--- src/rtl/pipeline_hazard_ctrl_pkg.sv ---
// Shared types for the ARM pipeline hazard/forwarding controller: forwarding
// encodings, the scoreboard slot record and the memory-wait FSM states.
package arm_pipe_pkg;

    // Slot fields are sized for the largest supported configuration; narrower
    // register indices and operand counts are zero-extended into them.
    localparam int SB_ADDR_W_MAX = 8;
    localparam int SB_SRC_MAX    = 4;

    typedef logic [SB_ADDR_W_MAX-1:0] sb_addr_t;
    typedef logic [1:0]               fwd_sel_t;

    localparam fwd_sel_t FWD_RF  = 2'd0;
    localparam fwd_sel_t FWD_MEM = 2'd1;
    localparam fwd_sel_t FWD_WB  = 2'd2;

    typedef struct packed {
        logic                         valid;
        sb_addr_t                     dest;
        logic                         wb_en;
        logic                         mem_read;
        logic                         mem_acc;
        sb_addr_t [SB_SRC_MAX-1:0]    src;
        logic     [SB_SRC_MAX-1:0]    src_used;
    } sb_slot_t;

    typedef enum logic {
        RUN      = 1'b0,
        MEM_WAIT = 1'b1
    } pipe_state_t;

endpackage

--- src/rtl/pipeline_hazard_ctrl_if.sv ---
// Control bundle between the datapath and pipeline_hazard_ctrl.
// Performance counter signals exist only when ARM_HAZARD_PERF_EN is defined.
interface pipeline_hazard_ctrl_if #(
    parameter int REG_ADDR_W = 4,
    parameter int NUM_SRC    = 2,
    parameter int CNT_W      = 32
);
    logic                          forwarding_en;
    logic                          id_valid;
    logic [NUM_SRC*REG_ADDR_W-1:0] id_src;
    logic [NUM_SRC-1:0]            id_src_used;
    logic [REG_ADDR_W-1:0]         id_dest;
    logic                          id_wb_en;
    logic                          id_mem_read;
    logic                          id_mem_acc;
    logic                          branch_taken;
    logic                          mem_ready;
    logic                          freeze_front;
    logic                          flush_front;
    logic                          bubble_exe;
    logic                          stall_all;
    logic                          wb_bubble;
    logic [2*NUM_SRC-1:0]          fwd_sel;
    logic                          mem_timeout;
`ifdef ARM_HAZARD_PERF_EN
    logic [CNT_W-1:0]              perf_hazard_cycles;
    logic [CNT_W-1:0]              perf_mem_stall_cycles;
    logic [CNT_W-1:0]              perf_flushes;
`endif

    modport master (
`ifdef ARM_HAZARD_PERF_EN
        input  perf_hazard_cycles, perf_mem_stall_cycles, perf_flushes,
`endif
        output forwarding_en, id_valid, id_src, id_src_used, id_dest,
               id_wb_en, id_mem_read, id_mem_acc, branch_taken, mem_ready,
        input  freeze_front, flush_front, bubble_exe, stall_all, wb_bubble,
               fwd_sel, mem_timeout
    );

    modport slave (
`ifdef ARM_HAZARD_PERF_EN
        output perf_hazard_cycles, perf_mem_stall_cycles, perf_flushes,
`endif
        input  forwarding_en, id_valid, id_src, id_src_used, id_dest,
               id_wb_en, id_mem_read, id_mem_acc, branch_taken, mem_ready,
        output freeze_front, flush_front, bubble_exe, stall_all, wb_bubble,
               fwd_sel, mem_timeout
    );
endinterface

--- src/rtl/pipeline_hazard_ctrl_dep_cmp.sv ---
// pipe_dep_cmp: does one source operand depend on the result held in one slot?
module pipe_dep_cmp
    import arm_pipe_pkg::*;
(
    input  sb_addr_t src,
    input  logic     src_used,
    input  logic     slot_valid,
    input  logic     slot_wb_en,
    input  sb_addr_t slot_dest,
    output logic     hit
);
    assign hit = src_used & slot_valid & slot_wb_en & (src == slot_dest);
endmodule

--- src/rtl/pipeline_hazard_ctrl.sv ---
// Pipeline control for the 5-stage ARM core: EXE/MEM/WB scoreboard, hazard
// freeze/flush/bubble, operand forwarding and variable-latency MEM wait FSM.
// Optional performance counters are built when ARM_HAZARD_PERF_EN is defined.
module pipeline_hazard_ctrl
    import arm_pipe_pkg::*;
#(
    parameter int REG_ADDR_W   = 4,
    parameter int NUM_SRC      = 2,
    parameter int MEM_WAIT_MAX = 255,
    parameter int CNT_W        = 32
) (
    input  logic                 clk,
    input  logic                 rst,
    pipeline_hazard_ctrl_if.slave bus
);
    localparam int                WAIT_W     = $clog2(MEM_WAIT_MAX + 1);
    localparam logic [WAIT_W-1:0] WAIT_LIMIT = WAIT_W'(MEM_WAIT_MAX);

    sb_slot_t           id_slot, exe_slot, mem_slot, wb_slot;
    pipe_state_t        state;
    logic [WAIT_W-1:0]  wait_cnt;
    logic               timeout;
    logic [NUM_SRC-1:0] id_exe_hit, id_mem_hit, exe_mem_hit, exe_wb_hit, haz_src;
    logic               hazard, stall;
    logic               unused_slot_bits;

    always_comb begin
        id_slot          = '0;
        id_slot.valid    = 1'b1;
        id_slot.dest     = sb_addr_t'(bus.id_dest);
        id_slot.wb_en    = bus.id_wb_en;
        id_slot.mem_read = bus.id_mem_read;
        id_slot.mem_acc  = bus.id_mem_acc;
        for (int k = 0; k < NUM_SRC; k++) begin
            id_slot.src[k]      = sb_addr_t'(bus.id_src[k*REG_ADDR_W +: REG_ADDR_W]);
            id_slot.src_used[k] = bus.id_src_used[k];
        end
    end

    for (genvar k = 0; k < NUM_SRC; k++) begin : g_src
        pipe_dep_cmp u_id_exe (
            .src(id_slot.src[k]), .src_used(id_slot.src_used[k]),
            .slot_valid(exe_slot.valid), .slot_wb_en(exe_slot.wb_en),
            .slot_dest(exe_slot.dest), .hit(id_exe_hit[k]));
        pipe_dep_cmp u_id_mem (
            .src(id_slot.src[k]), .src_used(id_slot.src_used[k]),
            .slot_valid(mem_slot.valid), .slot_wb_en(mem_slot.wb_en),
            .slot_dest(mem_slot.dest), .hit(id_mem_hit[k]));
        pipe_dep_cmp u_exe_mem (
            .src(exe_slot.src[k]), .src_used(exe_slot.src_used[k]),
            .slot_valid(mem_slot.valid), .slot_wb_en(mem_slot.wb_en),
            .slot_dest(mem_slot.dest), .hit(exe_mem_hit[k]));
        pipe_dep_cmp u_exe_wb (
            .src(exe_slot.src[k]), .src_used(exe_slot.src_used[k]),
            .slot_valid(wb_slot.valid), .slot_wb_en(wb_slot.wb_en),
            .slot_dest(wb_slot.dest), .hit(exe_wb_hit[k]));

        // With forwarding only a load in EXE cannot be bypassed in time.
        assign haz_src[k] = bus.id_valid & (bus.forwarding_en
                          ? (id_exe_hit[k] & exe_slot.mem_read)
                          : (id_exe_hit[k] | id_mem_hit[k]));

        assign bus.fwd_sel[2*k +: 2] = !bus.forwarding_en ? FWD_RF
                                     : exe_mem_hit[k]     ? FWD_MEM
                                     : exe_wb_hit[k]      ? FWD_WB
                                     :                      FWD_RF;
    end

    assign hazard = |haz_src;
    assign stall  = mem_slot.valid & mem_slot.mem_acc & !bus.mem_ready;

    assign bus.stall_all    = stall;
    assign bus.wb_bubble    = stall;
    assign bus.freeze_front = stall | (hazard & !bus.branch_taken);
    assign bus.bubble_exe   = !stall & (hazard | bus.branch_taken);
    assign bus.flush_front  = bus.branch_taken & !stall;
    assign bus.mem_timeout  = timeout;

    // Only some slot fields feed decisions; the rest are kept for debug visibility.
    assign unused_slot_bits = ^{exe_slot, mem_slot, wb_slot};

    // ID -> EXE -> MEM -> WB scoreboard; a memory stall holds EXE/MEM and drains WB.
    always_ff @(posedge clk or negedge rst) begin
        if (!rst) begin
            exe_slot <= '0;
            mem_slot <= '0;
            wb_slot  <= '0;
        end else if (stall) begin
            wb_slot <= '0;
        end else begin
            wb_slot  <= mem_slot;
            mem_slot <= exe_slot;
            exe_slot <= (bus.id_valid && !hazard && !bus.branch_taken) ? id_slot : '0;
        end
    end

    // Memory wait FSM; the counter saturates at the limit and the error is sticky.
    always_ff @(posedge clk or negedge rst) begin
        if (!rst) begin
            state    <= RUN;
            wait_cnt <= '0;
            timeout  <= 1'b0;
        end else begin
            case (state)
                RUN: begin
                    if (stall) begin
                        state    <= MEM_WAIT;
                        wait_cnt <= '0;
                    end
                end
                MEM_WAIT: begin
                    if (bus.mem_ready) begin
                        state <= RUN;
                    end else begin
                        if (wait_cnt != WAIT_LIMIT) wait_cnt <= wait_cnt + WAIT_W'(1);
                        if (wait_cnt == WAIT_LIMIT - WAIT_W'(1)) timeout <= 1'b1;
                    end
                end
                default: state <= RUN;
            endcase
        end
    end

`ifdef ARM_HAZARD_PERF_EN
    function automatic logic [CNT_W-1:0] sat_inc(input logic [CNT_W-1:0] v);
        return (&v) ? v : v + CNT_W'(1);
    endfunction

    logic [CNT_W-1:0] perf_haz, perf_stall, perf_flush;

    always_ff @(posedge clk or negedge rst) begin
        if (!rst) begin
            perf_haz   <= '0;
            perf_stall <= '0;
            perf_flush <= '0;
        end else begin
            if (hazard && !bus.branch_taken && !stall) perf_haz <= sat_inc(perf_haz);
            if (stall)                                 perf_stall <= sat_inc(perf_stall);
            if (bus.flush_front)                       perf_flush <= sat_inc(perf_flush);
        end
    end

    assign bus.perf_hazard_cycles    = perf_haz;
    assign bus.perf_mem_stall_cycles = perf_stall;
    assign bus.perf_flushes          = perf_flush;
`endif

endmodule

--- src/flat_wrapper.sv ---
// flat-port wrapper written by rule: the top's interface ports become plain ports
module pipeline_hazard_ctrl_flat import arm_pipe_pkg::*;
#(
    parameter int REG_ADDR_W   = 4,
    parameter int NUM_SRC      = 2,
    parameter int MEM_WAIT_MAX = 255,
    parameter int CNT_W        = 32
)
  (clk, rst, bus_forwarding_en, bus_id_valid, bus_id_src, bus_id_src_used, bus_id_dest, bus_id_wb_en, bus_id_mem_read, bus_id_mem_acc, bus_branch_taken, bus_mem_ready, bus_freeze_front, bus_flush_front, bus_bubble_exe, bus_stall_all, bus_wb_bubble, bus_fwd_sel, bus_mem_timeout);
  pipeline_hazard_ctrl_if #(.REG_ADDR_W(REG_ADDR_W), .NUM_SRC(NUM_SRC), .CNT_W(CNT_W)) bus_i ();
  input  logic clk;
  input  logic rst;
  input wire logic [$bits(bus_i.forwarding_en)-1:0] bus_forwarding_en;
  input wire logic [$bits(bus_i.id_valid)-1:0] bus_id_valid;
  input wire logic [$bits(bus_i.id_src)-1:0] bus_id_src;
  input wire logic [$bits(bus_i.id_src_used)-1:0] bus_id_src_used;
  input wire logic [$bits(bus_i.id_dest)-1:0] bus_id_dest;
  input wire logic [$bits(bus_i.id_wb_en)-1:0] bus_id_wb_en;
  input wire logic [$bits(bus_i.id_mem_read)-1:0] bus_id_mem_read;
  input wire logic [$bits(bus_i.id_mem_acc)-1:0] bus_id_mem_acc;
  input wire logic [$bits(bus_i.branch_taken)-1:0] bus_branch_taken;
  input wire logic [$bits(bus_i.mem_ready)-1:0] bus_mem_ready;
  output wire logic [$bits(bus_i.freeze_front)-1:0] bus_freeze_front;
  output wire logic [$bits(bus_i.flush_front)-1:0] bus_flush_front;
  output wire logic [$bits(bus_i.bubble_exe)-1:0] bus_bubble_exe;
  output wire logic [$bits(bus_i.stall_all)-1:0] bus_stall_all;
  output wire logic [$bits(bus_i.wb_bubble)-1:0] bus_wb_bubble;
  output wire logic [$bits(bus_i.fwd_sel)-1:0] bus_fwd_sel;
  output wire logic [$bits(bus_i.mem_timeout)-1:0] bus_mem_timeout;
  assign bus_i.forwarding_en = bus_forwarding_en;
  assign bus_i.id_valid = bus_id_valid;
  assign bus_i.id_src = bus_id_src;
  assign bus_i.id_src_used = bus_id_src_used;
  assign bus_i.id_dest = bus_id_dest;
  assign bus_i.id_wb_en = bus_id_wb_en;
  assign bus_i.id_mem_read = bus_id_mem_read;
  assign bus_i.id_mem_acc = bus_id_mem_acc;
  assign bus_i.branch_taken = bus_branch_taken;
  assign bus_i.mem_ready = bus_mem_ready;
  assign bus_freeze_front = bus_i.freeze_front;
  assign bus_flush_front = bus_i.flush_front;
  assign bus_bubble_exe = bus_i.bubble_exe;
  assign bus_stall_all = bus_i.stall_all;
  assign bus_wb_bubble = bus_i.wb_bubble;
  assign bus_fwd_sel = bus_i.fwd_sel;
  assign bus_mem_timeout = bus_i.mem_timeout;
  pipeline_hazard_ctrl #(.REG_ADDR_W(REG_ADDR_W), .NUM_SRC(NUM_SRC), .MEM_WAIT_MAX(MEM_WAIT_MAX), .CNT_W(CNT_W)) u_core (.clk(clk), .rst(rst), .bus(bus_i));
endmodule
--- config.mk ---
export PLATFORM = sky130hd
export DESIGN_NAME = pipeline_hazard_ctrl_flat
export DESIGN_NICKNAME = d
export VERILOG_FILES = /design/src/rtl/pipeline_hazard_ctrl_pkg.sv /design/src/rtl/pipeline_hazard_ctrl_if.sv /design/src/rtl/pipeline_hazard_ctrl_dep_cmp.sv /design/src/rtl/pipeline_hazard_ctrl.sv /design/src/flat_wrapper.sv
export SDC_FILE = /design/constraint.sdc
export NUM_CORES = 1
export LEC_CHECK = 0
export ABC_AREA = 0
export BUFFER_PORTS_ARGS = -buffer_cell sky130_fd_sc_hd__buf_2
export CORE_MARGIN = 2
export CORE_UTILIZATION = 51
export CTS_CLUSTER_DIAMETER = 150
export DETAILED_ROUTE_END_ITERATION = 10
export PLACE_DENSITY = 0.75
export REMOVE_ABC_BUFFERS = 1
export SYNTH_ARGS = -nofsm -noshare
export SYNTH_HDL_FRONTEND = slang
export SYNTH_SLANG_ARGS = --single-unit
--- constraint.sdc ---
create_clock -name clk -period 1.5 [get_ports clk]
set_input_delay 0.225 -clock clk [delete_from_list [all_inputs] [get_ports clk]]
set_output_delay 0.225 -clock clk [all_outputs]
set_load 0.1 [all_outputs]
==> results of run 1 <==
-- flip-flops by register name (all words and copies together), names as in the netlist --
signal	cells
u_core.wb_slot	6
u_core.exe_slot	18
u_core.state	1
u_core.mem_slot	7
u_core.bus.mem_timeout	1
u_core.wait_cnt	8
-- layout by cell type (no fill, tap or decap), types with 5 or more instances in the layout --
cell                        n
sky130_fd_sc_hd__a32oi_1   12
sky130_fd_sc_hd__a32oi_2    5
sky130_fd_sc_hd__and2_1     8
sky130_fd_sc_hd__buf_12    13
sky130_fd_sc_hd__buf_2     23
sky130_fd_sc_hd__buf_4     52
sky130_fd_sc_hd__buf_6     12
sky130_fd_sc_hd__clkbuf_8   5
sky130_fd_sc_hd__dfrtp_1   38
sky130_fd_sc_hd__inv_1     19
sky130_fd_sc_hd__nand2_1   22
sky130_fd_sc_hd__nand3_1    6
sky130_fd_sc_hd__nor2_1     7
sky130_fd_sc_hd__o21ai_1   15
sky130_fd_sc_hd__xnor2_1    6
sky130_fd_sc_hd__xor2_1    24
sky130_fd_sc_hd__xor2_2     5
-- where the power goes --
part,switching (W),internal (W),total [W]
Sequential,0.000121,0.00121,0.00133
Combinational,0.000492,0.000413,0.000905
Clock,0.000429,0.000322,0.000750
Total,0.00104,0.00194,0.00298
-- critical path, cell delays in order (launching register included) --
cell	delay, ns
sky130_fd_sc_hd__dfrtp_1	0.46
sky130_fd_sc_hd__xor2_1	0.19
sky130_fd_sc_hd__nor3_2	0.21
sky130_fd_sc_hd__nand4_1	0.18
sky130_fd_sc_hd__and3_4	0.25
sky130_fd_sc_hd__o31ai_2	0.23
sky130_fd_sc_hd__buf_4	0.15
sky130_fd_sc_hd__buf_12	0.16
-- worst paths after layout --
| check | from | end | depth (start not counted) |
|---|---|---|---|
| max | u_core.mem_slot[39]$_DFFE_PN0N_ | bus_bubble_exe | 7 |
| min | bus_id_dest[1] | u_core.exe_slot[40]$_DFFE_PN0N_ | 3 |
| max reg2reg | u_core.mem_slot[47]$_DFFE_PN0N_ | u_core.exe_slot[4]$_DFFE_PN0N_ | 11 |
| min reg2reg | u_core.exe_slot[36]$_DFFE_PN0N_ | u_core.exe_slot[36]$_DFFE_PN0N_ | 2 |
| max in group asynchronous | rst | u_core.exe_slot[5]$_DFFE_PN0N_ | 3 |
| min in group asynchronous | rst | u_core.bus.mem_timeout$_DFFE_PN0P_ | 2 |
-- layer usage --
layer  GRT usage, %  up-vias
li1               -     1023
met1          38.73     1207
met2          50.62      210
met3          5.626       63
met4          16.56        0
met5              0        -
-- per-stage QoR --
step,util [%],TNS (ns)
detailed placement,69.55,-6.456
global placement,69.55,-4.935
floorplan,-,-21.50
finish,83.25,-10.66
global route,83.25,-11.76
CTS,76.77,-6.546
-- final cells by class --
class / count / area [um2]
Clock buffer: 5 / 68.82
Clock inverter: 3 / 17.52
Fill cell: 222 / 734.5
Inverter: 20 / 80.08
Multi-Input combinational cell: 167 / 1423
Sequential cell: 41 / 1030
Tap cell: 52 / 65.06
Timing Repair Buffer: 104 / 965.9
-- cells by family after synthesis --
group,after synthesis
buf+inv,34
mux,1
xor+xnor,37
simple gates,80
flops,41
compound gates,47
fa+ha+maj,2
-- timing repair --
action                                 in CTS  in global routing
pin swaps                                  20                 20
resized for setup                          39                 47
hold buffers                                1                  0
setup endpoints to repair                  30                 31
cloned                                      1                  0
buffers inserted                            6                 12
endpoints found under the hold margin      18                  0
==> run summary, run 1 <==
The flow ran to the end, but the final reports show violations. The checks that failed: negative setup slack. The maximum buffer depth of the clock tree is 2. The pre-CTS worst setup slack came out at -0.4753 ns. The starting density of the core came out at between 50 and 60%.

The data arrival time of the worst path came out at 2.15 ns. The most frequent cell after synthesis is sky130_fd_sc_hd__dfrtp_1. By area, the combinational part of the netlist is dominated by simple AND/OR/NAND/NOR gates. The number of I/O port buffers came out at 32. The HPWL after detailed placement came out at about 4600 um. Across every metal layer, demand over resource in global routing totals about 30%. The die area is between 5000 and 6000 um2. Summing every instance area after synthesis gives ~2300 um2. The fraction of synthesized cell area in xor and xnor cells came out at between 10% and 20%. The post-synthesis sequential element count came out at a little over 40. The instance area at placement is 3049 um2. The clock latency at the later pin of the worst-skew pair came out at about 0.31 ns.

The post-synthesis share of cell area spent on and, or, nand and nor gates came out at 18.73%. In this run the horizontal extent of the chip is 71.52 um. The class of the tightest hold or removal check is in2reg. The count of final hold-check violations is 0. The post-synthesis cell type count came out at 40.

The detailed-routing wirelength on met1 came out at 3301 um. The number of cells in the finished layout apart from fillers is ~390. The post-layout net count came out at 364. The area of the core is 4384 um2. After synthesis, the mean cell area works out to approximately 9.6 um2. The first global-routing pass estimated 11,900 um of wire. The class of the most critical setup path is reg2out. The number of antenna diodes came out at 0. The maximum clock frequency is 421.9 MHz.

The synthesized netlist devotes under 10% of its cell area to adder and majority cells. The deepest level of the CTS H-tree came out at 2. The share of the cycle needed by the critical path after routing is 158.0%. The number of buffers created by CTS came out at 5. STA puts the critical path data required time at approximately 1.3 ns.

The final period demand of the worst path came out at roughly 2.4 ns. The number of instances in the synthesized netlist came out at between 200 and 250. Wire segments on met2 add up to 4447 um in the final route. The count of flip-flops with a built-in enable after synthesis is 0. In the post-synthesis netlist, the biggest area contributors are sky130_fd_sc_hd__dfrtp_1, sky130_fd_sc_hd__xor2_1, sky130_fd_sc_hd__a32oi_1. The clock input transition at the sequential cells of the worst setup and hold paths is 0.08 ns. Summed over all layers, the global routing overflow is 0.

The remaining antenna violation count is 0. For this run, the detailed router's first-pass iteration total came to 5. The area share of the leading cell type in the synthesized netlist came out at about 44%. Power comes to slightly below 0.003 W. Setup repair after global routing could not meet its margin everywhere. Compared with the post-synthesis result, the final layout area differs by 57.00%. The number of global-route vias before repair came out at between 2,000 and 2,500. The placement row count came out at 24.

The buffer type at the clock tree root is sky130_fd_sc_hd__clkbuf_8. The final weighted congestion in routability-driven placement is 0.8688. The synthesized netlist devotes 14.75% of its cell area to compound gates. The routed via count divided by cell count came out at approximately 6.4. The slew at the pin with the worst max-slew slack came out at roughly 0.51 ns. The worst setup path is captured at an output pin. The clock skew after layout came out at 0.008188 ns.

The worst register-to-register path has a setup slack of -0.47 ns. The total power divided by cell area is 817.8 nW/um2. The uppermost metal layer occupied by signal nets is met4.

The number of antenna violations at the first check in global routing came out at 0. The static leakage power is about 1.8 nW. The number of pins with negative max-slew slack in the final report is 0. Setup violations remaining at the end of the flow were counted as 33. The average detailed-routed wire length per instance came out at about 24 um.

The number of sinks on the clock net came out at 41. The type of element launching the critical path is a flip-flop. The largest net degree at the start of global routing came out at 24. The worst voltage drop across the vdd grid came out at between 0.6 and 0.7 mV. The largest fanout of any net on the critical path is 3. The total number of vias is around 2,500. The total DRC errors in the routed layout is 0.

The number of placed cells counting well taps is 367. For this block, the routed nets add up to 9239 um of wire. The proportion of layout cells with a drive suffix above 1 came out at roughly 48%. The sequential cell area fraction in the yosys report is between 40% and 50%.

Summed over all instances, the cell type with the most area after synthesis is sky130_fd_sc_hd__dfrtp_1. The vertical die dimension came out at just over 70 um. Summed over all nets, wire length on met3 after detailed routing comes to 793 um. The slack of the critical path came out at -0.8701 ns. The total non-filler cell area in the finished layout is about 3600 um2. TritonCTS built the clock tree.

The Yosys warning count came out at 0. In this run the count of I/O pins placed on the die edge is 33. Among all flip-flop cells after synthesis, the most frequent one is sky130_fd_sc_hd__dfrtp_1. Max-cap violations in this run came to 0. Multiplexer cells account for less than 1% of the synthesized area. The relative max-transition margin came out at between 60% and 70%. The detailed router finished its first iteration with 330 violations. Final hold analysis gives a worst-case slack of 0.1512 ns. For this run, asynchronously set or reset flops after synthesis account for 100.0%. By count the netlist is led by sky130_fd_sc_hd__dfrtp_1, sky130_fd_sc_hd__xor2_1, sky130_fd_sc_hd__nand2_1.
No activity file was read; power rests on OpenSTA's default activity.
==> inputs of run 2 (changes only) <==
- CELL_PAD_IN_SITES_DETAIL_PLACEMENT: default -> 0
- CELL_PAD_IN_SITES_GLOBAL_PLACEMENT: default -> 2
- CORE_UTILIZATION: 51 -> 33
- PLACE_DENSITY: 0.75 -> default
- PLACE_DENSITY_LB_ADDON: default -> 0.1
- SYNTH_HIERARCHICAL: default -> 1
==> run summary, run 2 <==
The instance area at placement came out at between 3000 and 4000 um2. The average detailed-routed wire length per instance is roughly 12 um. Among all stages on the critical path, the largest delay is contributed by sky130_fd_sc_hd__dfrtp_2. The share of the cycle needed by the critical path after routing is 144.2%.

The number of antenna violations at the first check in global routing came to 0. The worst setup path is launched from a flip-flop. Of all nets on the critical path, the largest fanout is 4. Once the floorplan was initialized, standard cells occupied 34.40% of the core.

The async set-reset flop share out of synthesis came out at 100.0%. STA classifies the critical path endpoint as an output pin. The HPWL after detailed placement came out at roughly 4600 um. More flip-flops sit in one register than any other, and that register is u_core/exe_slot. The floorplan has 31 rows. The leading cell type in the layout, fill and taps excluded is sky130_fd_sc_hd__conb_1. TritonCTS built the clock tree. The critical path goes through xnor2_1, nand3_2, nor3_2, nor2_1, o22ai_2, buf_6, a21oi_2, nor2_2, buf_12. The buffer type at the clock tree root is sky130_fd_sc_hd__clkbuf_8.

The internal portion of the total power is 0.001790 W. The repair_antennas step left the layout with diodes totalling 0. The core region is 7292 um2. The number of global-route vias before repair is between 2,000 and 2,500. The number of primary I/O pins is 33. The vertical die dimension came out at 91.19 um. The flow ran to the end, but the final reports show violations.

The sequential share of power is 49.0%. The synthesized design spends more area on one cell type than any other, namely sky130_fd_sc_hd__dfrtp_1. The hold slack came out at between 0.15 and 0.2 ns. The die area is around 8300 um2. Power spread over the standard cell area amounts to roughly 660 nW/um2. The combinational cell fraction of total power is 23.4%. Global routing consumed, over all layers together, between 10% and 20% of the routing resources.

STA puts the critical path data arrival time at 1.94 ns. The power dissipated by switching net loads came out at just under 0.0007 W. The clock skew after layout is between 0.005 and 0.006 ns.

The routed via count divided by cell count is approximately 4.3. The total DRC errors in the routed layout came out at 0. The overflow left after global routing is 0.

The final period demand of the worst path is ~2.2 ns. The static leakage power came out at ~1.7 nW. In this run the tool buffered the top-level ports with 32 buffer cells. In this run the number of H-tree levels came out at 2. The number of buffers created by CTS came out at 5.

Sorting the synthesized cells by area gives the leading types as sky130_fd_sc_hd__dfrtp_1, sky130_fd_sc_hd__xnor2_1, sky130_fd_sc_hd__a22o_1. The count of final hold-check violations came to 0. The clock input transition at the sequential cells of the worst setup and hold paths is 0.07 ns. The total non-filler cell area in the finished layout is 3756 um2. Counting the fill cells in the layout gives between 700 and 800.

The register with the most flip-flops in the layout has 18 of them. The critical path is of the reg2out type. The post-layout net count came out at ~420. The number of placed cells counting well taps is roughly 470. In the layout the commonest cells are sky130_fd_sc_hd__conb_1, sky130_fd_sc_hd__xnor2_1, sky130_fd_sc_hd__buf_4. The Yosys warning count is 6.

The most frequently used flop master after synthesis is sky130_fd_sc_hd__dfrtp_1. Cells with a size suffix above 1 make up 31.12% of the layout. Across the run, the number of max-cap violations was 0. The worst voltage drop across the vdd grid came out at between 0.4 and 0.5 mV. The area growth from synthesis to final layout came out at 49.73%. Synthesis instantiated 42 different standard cells from the library. The global-route wire length before repair came out at 10,230 um. For this run, the top clock speed supported by timing is around 460 MHz.

Setup repair after global routing could not meet its margin everywhere. The area share of the leading cell type in the synthesized netlist came out at approximately two fifths. The commonest cells after synthesis are sky130_fd_sc_hd__xnor2_1, sky130_fd_sc_hd__dfrtp_1, sky130_fd_sc_hd__nand2_1. The worst hold path belongs to the class in2reg.

After the first detailed-routing iteration, the DRC count stood at between 50 and 60. The clock latency at the later pin of the worst-skew pair is between 0.2 and 0.3 ns. The setup-violating endpoint count in the final report is 26. In this design, the largest share of critical-path delay is due to simple AND/OR/NAND/NOR gates. The largest stage delay on the critical path came out at 0.45 ns. The number of cells in the finished layout apart from fillers came out at 491. The remaining antenna violation count came out at 0.

The clock network accounts for between 20 and 30% of the total power. The sum of buffers and inverters on the critical path is 2. For this run, the detailed router's first-pass iteration total came to 4. In this run the horizontal extent of the chip is between 90 and 100 um. The clock drives 41 sinks. The count of flip-flops with a built-in enable after synthesis came out at 0. The post-synthesis sequential element count came out at roughly 40. The most frequent cell after synthesis is sky130_fd_sc_hd__xnor2_1. The synthesized area is about 2500 um2. The number of instances in the synthesized netlist came out at 244. The largest net degree at the start of global routing came out at 27. No sink is reached through more buffers than the 2 on the longest clock path.

The final weighted congestion in routability-driven placement is between 0.7 and 0.8. The final reports fail on negative setup slack. The total number of vias came out at between 2,000 and 2,500. The required arrival time at the worst endpoint is 1.27 ns. The overall routed net length came out at approximately 6100 um. In the final layout, the registers with the most flip-flops are u_core/exe_slot x18, u_core/wait_cnt x8, u_core/mem_slot x7. The slack of the critical path came out at -0.6630 ns.

The sequential cell area fraction in the yosys report is approximately two fifths. The number of pins with negative max-slew slack in the final report came out at 0. The synthesized area divided by synthesized cell count is approximately 10 um2. The switching share of power came out at between 20% and 30%.
-- run 2: cell count changes in the layout (fill, tap and decap cells not counted), sizes merged, moves of 6 or more --
cell   previous run  this run
nor3              6        12
a32oi            18         0
a22o              0        17
nand4             5        17
xnor2             8        64
conb              0        64
xor2             29         0
o21ai            20         2
buf             102        82
inv              20         3
-- run 2: what timing repair did --
action	CTS	global route
setup buffers	8	5
gates resized for setup	18	19
endpoints found under the setup margin	27	32
pin swaps	15	22
endpoints found under the hold margin	15	0
hold buffers	1	0
-- run 2: layout make-up --
| class | count | area [um2] | area share [%] |
|---|---|---|---|
| Timing Repair Buffer | 83 | 735.7 | 19.59 |
| Multi-Input combinational cell | 257 | 1774 | 47.24 |
| Tap cell | 99 | 123.9 | 3.298 |
| Clock buffer | 8 | 80.08 | 2.132 |
| Sequential cell | 41 | 1028 | 27.38 |
| Inverter | 3 | 13.76 | 0.3664 |
-- run 2: path summary, 6_finish.rpt --
| kind | depth (start not counted) | start | to | slack, ns |
|---|---|---|---|---|
| setup / recovery | 9 | u_core/mem_slot[40]$_DFFE_PN0N_ | bus_bubble_exe | -0.66 |
| hold / removal | 2 | bus_id_dest[1] | u_core/exe_slot[40]$_DFFE_PN0N_ | 0.15 |
| setup reg to reg | 10 | u_core/exe_slot[40]$_DFFE_PN0N_ | u_core/exe_slot[39]$_DFFE_PN0N_ | -0.46 |
| hold reg to reg | 1 | u_core/bus.mem_timeout$_DFFE_PN0P_ | u_core/bus.mem_timeout$_DFFE_PN0P_ | 0.47 |
| max in group asynchronous | 3 | rst | u_core/mem_slot[40]$_DFFE_PN0N_ | 0.62 |
| min in group asynchronous | 2 | rst | u_core/wait_cnt[6]$_DFFE_PN0P_ | 0.39 |
-- run 2: through the flow --
| step | TNS (ns) | utilization [%] | setup slack [ns] | power [W] |
|---|---|---|---|---|
| after floorplan | -8.652 | - | -1.291 | 0.001541 |
| after global placement | -7.501 | 46.88 | -0.4946 | 0.001764 |
| after detailed placement | -8.032 | 46.88 | -0.5190 | 0.001769 |
| after CTS | -11.29 | 49.76 | -0.7602 | 0.002488 |
| after global routing | -13.99 | 51.51 | -0.7915 | 0.002650 |
| final | -11.01 | 51.51 | -0.6630 | 0.002481 |
-- run 2: worst register-to-register path, cell delays in order, from the launching register on --
cell and delay [ns]:
sky130_fd_sc_hd__dfrtp_1 0.43, sky130_fd_sc_hd__xnor2_1 0.15, sky130_fd_sc_hd__nand3_1 0.12, sky130_fd_sc_hd__nor3_2 0.06
sky130_fd_sc_hd__nor2_1 0.14, sky130_fd_sc_hd__o22ai_2 0.10, sky130_fd_sc_hd__buf_6 0.13, sky130_fd_sc_hd__buf_4 0.13
sky130_fd_sc_hd__nor4b_4 0.33, sky130_fd_sc_hd__buf_12 0.19, sky130_fd_sc_hd__a22o_1 0.14
-- run 2: layer usage --
metal | vias to the layer above | part of all wire (%) | global-route usage, %
li1 | 1096 | - | -
met1 | 970 | 45 | 20.28
met2 | 28 | 51 | 26.73
met3 | 6 | 2.4 | 2.490
met4 | 0 | 1.2 | 4.545
met5 | - | 0 | 0
-- run 2: cell families after synthesis --
kind of cell | Yosys count | share of synthesized area [%]
simple gates | 92 | 22.89
xor+xnor | 64 | 22.34
flops | 41 | 40.90
compound gates | 34 | 10.42
buf+inv | 9 | 1.895
fa+ha+maj | 2 | 0.9973
other cells | 1 | 0.1495
mux | 1 | 0.3990
-- run 2: power groups by stage --
stage	logic, W	clock network (W)	registers (W)
4_1_cts	0.000556	0.000720	0.00121
3_5_place_dp	0.000536	0	0.00123
2_1_floorplan	0.000308	0	0.00123
6_report	0.000579	0.000686	0.00122
5_1_grt	0.000647	0.000779	0.00122
3_3_place_gp	0.000533	0	0.00123
